==> config.mk <==
export PLATFORM = sky130hd
export DESIGN_NAME = crc_engine
export DESIGN_NICKNAME = d
export VERILOG_FILES = /design/src/rtl/crc_engine.sv
export SDC_FILE = /design/constraint.sdc
export NUM_CORES = 1
export LEC_CHECK = 0
export ABC_AREA = 1
export CAP_MARGIN = 10
export CELL_PAD_IN_SITES_DETAIL_PLACEMENT = 1
export CELL_PAD_IN_SITES_GLOBAL_PLACEMENT = 1
export CORE_ASPECT_RATIO = 0.5
export CORE_MARGIN = 2
export CORE_UTILIZATION = 41
export CTS_BUF_LIST = sky130_fd_sc_hd__clkbuf_8
export DETAILED_ROUTE_END_ITERATION = 8
export PLACE_DENSITY_LB_ADDON = 0.1
export SYNTH_ARGS = -nofsm -noshare
export SYNTH_HDL_FRONTEND = slang
export SYNTH_SLANG_ARGS = --single-unit
==> constraint.sdc <==
create_clock -name clk_i -period 4.35 [get_ports clk_i]
set_input_delay 1.305 -clock clk_i [delete_from_list [all_inputs] [get_ports clk_i]]
set_output_delay 1.305 -clock clk_i [all_outputs]
set_load 0.05 [all_outputs]
==> src/rtl/crc_engine.sv <==
// crc_engine: bit-serial CRC engine that consumes one data bit per clock.
// A word is accepted in IDLE and then shifted through the CRC register over
// DIN_W cycles in BUSY. Polynomial, preset, output mask and bit order are
// set by parameters.
//
// Ports:
//   clk_i        clock, rising edge
//   rst_i        asynchronous active-high reset
//   din_i        data word, sampled on accept
//   din_valid_i  data word offered
//   din_ready_o  engine can accept a word this cycle (combinational)
//   clear_i      synchronous re-initialise / abort, highest priority
//   crc_rd_i     read-and-clear strobe, honoured in IDLE only
//   busy_o       a word is being processed
//   crc_valid_o  at least one complete word since the last init
//   crc_o        final CRC value (register ^ XOR_OUT, combinational)
//   word_cnt_o   complete words since the last init, saturating
module crc_engine #(
    parameter int unsigned      CRC_W   = 8,
    parameter int unsigned      DIN_W   = 8,
    parameter logic [CRC_W-1:0] POLY    = CRC_W'(8'h31),
    parameter logic [CRC_W-1:0] INIT    = '0,
    parameter logic [CRC_W-1:0] XOR_OUT = '0,
    parameter bit               REFLECT = 1'b1,
    parameter int unsigned      CNT_W   = 16
) (
    input  logic             clk_i,
    input  logic             rst_i,
    input  logic [DIN_W-1:0] din_i,
    input  logic             din_valid_i,
    output logic             din_ready_o,
    input  logic             clear_i,
    input  logic             crc_rd_i,
    output logic             busy_o,
    output logic             crc_valid_o,
    output logic [CRC_W-1:0] crc_o,
    output logic [CNT_W-1:0] word_cnt_o
);

    localparam int unsigned BC_W = (DIN_W > 1) ? $clog2(DIN_W) : 1;

    function automatic logic [CRC_W-1:0] bitrev(input logic [CRC_W-1:0] v);
        logic [CRC_W-1:0] r;
        r = '0;
        for (int i = 0; i < int'(CRC_W); i++) begin
            r[i] = v[int'(CRC_W) - 1 - i];
        end
        return r;
    endfunction

    // In LSB-first mode the register holds the reflected CRC, so the
    // polynomial and the preset are reflected once at elaboration.
    localparam logic [CRC_W-1:0] POLY_R   = bitrev(POLY);
    localparam logic [CRC_W-1:0] INIT_EFF = REFLECT ? bitrev(INIT) : INIT;
    localparam logic [BC_W-1:0]  LAST_BIT = BC_W'(DIN_W - 1);

    typedef enum logic {
        IDLE = 1'b0,
        BUSY = 1'b1
    } state_e;

    state_e             state_q;
    state_e             state_d;
    logic [CRC_W-1:0]   crc_q;
    logic [CRC_W-1:0]   crc_step;
    logic [DIN_W-1:0]   sh_q;
    logic [DIN_W-1:0]   sh_step;
    logic [BC_W-1:0]    bit_cnt_q;
    logic [CNT_W-1:0]   word_cnt_q;
    logic               crc_valid_q;
    logic               din_bit;
    logic               fb;
    logic               accept;
    logic               last_bit;
    logic               do_init;

    assign accept   = din_valid_i && din_ready_o;
    assign last_bit = (state_q == BUSY) && (bit_cnt_q == LAST_BIT);
    assign do_init  = clear_i || ((state_q == IDLE) && crc_rd_i);

    // State register
    always_ff @(posedge clk_i or posedge rst_i) begin
        if (rst_i) begin
            state_q <= IDLE;
        end else begin
            state_q <= state_d;
        end
    end

    // Next-state logic; clear aborts from any state
    always_comb begin
        state_d = state_q;
        if (clear_i) begin
            state_d = IDLE;
        end else begin
            case (state_q)
                IDLE:    if (accept)   state_d = BUSY;
                BUSY:    if (last_bit) state_d = IDLE;
                default: state_d = IDLE;
            endcase
        end
    end

    // FSM outputs
    always_comb begin
        busy_o      = 1'b0;
        din_ready_o = 1'b0;
        if (state_q == BUSY) begin
            busy_o = 1'b1;
        end
        if ((state_q == IDLE) && !clear_i && !crc_rd_i) begin
            din_ready_o = 1'b1;
        end
    end

    // One CRC step for the next data bit in the shift register
    always_comb begin
        din_bit  = 1'b0;
        fb       = 1'b0;
        crc_step = crc_q;
        sh_step  = sh_q;
        if (REFLECT) begin
            din_bit  = sh_q[0];
            fb       = crc_q[0] ^ din_bit;
            crc_step = (crc_q >> 1) ^ (fb ? POLY_R : '0);
            sh_step  = sh_q >> 1;
        end else begin
            din_bit  = sh_q[DIN_W-1];
            fb       = crc_q[CRC_W-1] ^ din_bit;
            crc_step = (crc_q << 1) ^ (fb ? POLY : '0);
            sh_step  = sh_q << 1;
        end
    end

    // Datapath: init, word capture, per-bit update and word accounting
    always_ff @(posedge clk_i or posedge rst_i) begin
        if (rst_i) begin
            crc_q       <= INIT_EFF;
            sh_q        <= '0;
            bit_cnt_q   <= '0;
            word_cnt_q  <= '0;
            crc_valid_q <= 1'b0;
        end else if (do_init) begin
            crc_q       <= INIT_EFF;
            bit_cnt_q   <= '0;
            word_cnt_q  <= '0;
            crc_valid_q <= 1'b0;
        end else if (accept) begin
            sh_q      <= din_i;
            bit_cnt_q <= '0;
        end else if (state_q == BUSY) begin
            crc_q     <= crc_step;
            sh_q      <= sh_step;
            bit_cnt_q <= bit_cnt_q + BC_W'(1);
            if (last_bit) begin
                if (word_cnt_q != {CNT_W{1'b1}}) begin
                    word_cnt_q <= word_cnt_q + CNT_W'(1);
                end
                crc_valid_q <= 1'b1;
            end
        end
    end

    assign crc_o       = crc_q ^ XOR_OUT;
    assign word_cnt_o  = word_cnt_q;
    assign crc_valid_o = crc_valid_q;

endmodule

**Word-level counts from Yosys, hierarchy flattened**

Index checks and enable logic that the tools add are counted.

- Mux-type cells: 24
- Bitwise logic cells: 4
- Eq/ne operators: 3
- Reductions and logical operators: 17
- Add/sub/neg operators: 2

Operators with widths:

| kind | number |
|---|---|
| $mux W16 | 5 |
| $mux W8 | 6 |
| $add A16 B1 Y16 const B | 1 |
| $ne A16 B16 Y1 const B | 1 |
| $mux W1 | 9 |
| $mux W3 | 3 |
| $reduce_bool A2 Y1 | 4 |
| $xor A7 B8 Y8 | 1 |
| $logic_and A1 B1 Y1 | 5 |
| $reduce_and A2 Y1 | 2 |
| $reduce_and A4 Y1 | 1 |
| $add A3 B1 Y3 const B | 1 |
| $eq A3 B3 Y1 const B | 1 |
| $reduce_and A3 Y1 | 1 |
| $reduce_bool A3 Y1 | 1 |
| $logic_not A1 Y1 | 2 |
| $ne A2 B1 Y1 const B | 1 |
| $not A1 Y1 | 2 |
| $pmux W1 S2 | 1 |
| $logic_or A1 B1 Y1 | 1 |
| $xor A1 B1 Y1 | 1 |

- Output and inout bits: 27
- Register bits after elaboration: 37
- Input bits: 13
- Word-level logic and storage cells: 56

**Depth between registers and ports, before layout**

- Depth after elaboration: 8
- Mapped depth: 10
- Depth with buffers taken out: 9

**Worst setup path after synthesis**

Ideal clock, no wire load.

- Kind: input to output
- Start point: in clear_i
- End point: out din_ready_o
- Arrival: 2.016 ns
- Cell stages on the path: 3
- Setup slack: 1.029 ns
- Path through: nor2_1 nand2_1 inv_1

- Word-level cells in the longest chain between the ends: 4

RTL lines:

| what | line | RTL |
|---|---|---|
| start: declaration | 32 | `input logic clear_i,` |
| $logic_not A1 Y1 | 111 | `if ((state_q == IDLE) && !clear_i && !crc_rd_i) begin` |
| $logic_and A1 B1 Y1 (2 in a row) | 111 |  |
| $mux W1 | 111 |  |
| end: declaration | 31 | `output logic din_ready_o,` |

No other way between the ends.

**Worst setup path in the final report**

Same ends and word-level chain as after synthesis.

==> impl_metrics.ini <==
[yosys]
synthMuxAreaShare = 0
yosysMostFrequentCell = nand2_1
synth_top_family_by_area = simple AND/OR/NAND/NOR gates
syn_avg_cell_area_um2 = 7.60
synthTopCellsByCount = nand2_1 (108), dfrtp_1 (37), nor2_1 (23), inv_1 (22)
synth.top_cells.by_area = dfrtp_1 (46%), nand2_1 (20%), nor2_1 (4.3%), inv_1 (4.1%), o21ai_2 (2.6%)
synthArstFlopShare = 1.00
synthAdderAreaFrac = 0.0188
yosysUniqueCellTypes = 23
syn-cell-area_um2 = 2000
yosys_register_bits = 37
synth_xor_area_frac = 0.0438
yosys_warnings = 0
synth_top_area_frac = 0.463
synthesis.nets = 279
yosysSeqAreaShare = 0.463
synthSimpleGateAreaFrac = 0.327
synth_compound_area_frac = 0.0839
synth_cells = 263
synth_edf_count = 0
yosysTopAreaCell = dfrtp_1
ys.flop_type = dfrtp_1

[status]
outcome = finished, final reports clean

[drt]
via_per_inst = 4.83
wl_met1_um = 2290
wl_met2_um = 2350
routedWlPerCell_um = 13.1
highest_layer = met4
vias = 1807
wl_met3_um = 214
ant_nets = 0
first_iter_violations = 51
wl_um = 4890
drcViolationCount = 0
drt_first_pass_iters = 4

[floorplanning]
die_x_um = 103
dieArea_um2 = 5480
start_util = 0.441
core_area_um2 = 4530
floorplan.die.height_um = 53.4
ioPinCount = 40
placementRows = 17

[setup_path]
critPathLaunchType = primary input
crit_chain = clkdlybuf4s50_1, nor2_1, nand2_1, inv_1, buf_12
slowest_delay_ps = 430
arrival_ps = 2550
path_max_fanout = 7
ff2ff_path_depth = 8
end_kind = output port
path_class = in2out
critPathRequiredTime_ps = 3040
slowest_stage = clkdlybuf4s50_1

[timing]
setup_viol = 0
finalHoldViolCount = 0
finalClockSkew_ps = 6.16
period_share = 0.885
rsz0062_at_grt = false
layout_min_cycle_time_ps = 3850
drv_slew = 0
worst_pin_slew_ps = 831
slew_headroom = 0.442
setup_slack_ps = 498
fmax_ghz = 0.260
finalSetupTns_ps = 0

[clock_tree]
cts_tree = done
cts_buffer_depth = 2
clock_latency_ps = 280
htreeDepth = 2
ctsResizeCount = 0
cts_hold_buf = 0
cts.sinks = 37
cts_buffers = 5
cts-root-buf = clkbuf_8
clk_pin_slew_ps = 70
cts_setup_buffers = 0

[cells_and_area]
areaGrowthSynthToFinish_pct = 29.2
final_cells = 374
drive_above_1_share = 0.0909
design_area_um2 = 2580
nNetsFinal = 323
antenna_cells = 0

[global_routing]
grt_pass1_wl_um = 8310
grt_start_max_net_pins = 38
grt_overflow = 0
antenna_found_initial = 0
grt_pass1_vias = 1765
grtUsageTotal = 0.201

[power]
p_total_mw = 0.789
power.leakage_nw = 1.18
peakVddDrop_v = 0.000181
power.density_nw_per_um2 = 306

[place]
dpl_cell_area_um2 = 2460
place_congestion = 0.805
hpwl_um = 3720
dp.cells = 366
preCtsSetupSlack_ps = 504
io_buffers = 39

[hold_path]
whs_path_depth = 2
hp-class = reg2reg

[run]
cap_violations = 0
## layer usage
metal | up-vias | global-route usage
met5 | - | 0
met4 | 0 | 0.0400
met3 | 4 | 0.0634
met2 | 32 | 0.354
met1 | 857 | 0.246
li1 | 914 | -
## sequential cells by signal, indices dropped and copies added, names as in the netlist
signal       count
bit_cnt_q        3
crc_o            8
crc_valid_o      1
sh_q             8
state_q          1
word_cnt_o      16
## worst max-delay path: cells and delay by family
kind,cells,cell delay [ps]
AND/OR/NAND/NOR,2,360
buffers and inverters,3,870
## kinds of logic (layout without fill, tap and decap cells)
family | Yosys count | count (layout)
compound gates | 27 | 27
flops | 37 | 37
buf+inv | 30 | 75
xor+xnor | 10 | 10
fa+ha+maj | 3 | 3
simple gates | 156 | 156
## cell usage in the layout (no fill, tap or decap), drive strengths merged
cell / instances
nand2: 112
clkdlybuf4s50: 38
dfrtp: 37
inv: 28
nor2: 27
o21ai: 21
nand3: 10
xor2: 6
nand4: 6
clkbuf: 6
o22ai: 5
xnor2: 4
ha: 3
buf: 2
nor3: 1
a22o: 1
bufinv: 1
## path summary, 6_finish.rpt
path	from	slack (ps)	end
max	clear_i	500	din_ready_o
min	sh_q[5]$_DFFE_PP0P_	490	sh_q[5]$_DFFE_PP0P_
max reg2reg	word_cnt_o[0]$_DFFE_PP0P_	2350	word_cnt_o[9]$_DFFE_PP0P_
min reg2reg	sh_q[5]$_DFFE_PP0P_	490	sh_q[5]$_DFFE_PP0P_
max in group asynchronous	rst_i	2600	crc_o[2]$_DFFE_PP0P_
min in group asynchronous	rst_i	1420	word_cnt_o[1]$_DFFE_PP0P_
## metrics by stage
step,util,hold slack [ps]
floorplan,-,449
global placement,0.544,463
detailed placement,0.544,469
CTS,0.570,490
global route,0.570,530
finish,0.570,488
## where the power goes
part	switching [mW]	internal (mW)
logic	0.0609	0.0402
registers	0.0139	0.367
clock network	0.123	0.185
## final cells by class
| class | count | area, um2 |
|---|---|---|
| fillers | 576 | 1950 |
| clock inverters | 2 | 33.8 |
| flip-flops and latches | 37 | 926 |
| inverters | 27 | 101 |
| repair buffers | 40 | 408 |
| multi-input cells | 196 | 947 |
| well taps | 66 | 82.6 |
| clock buffers | 6 | 82.6 |
(Power assumes the default switching activity.)
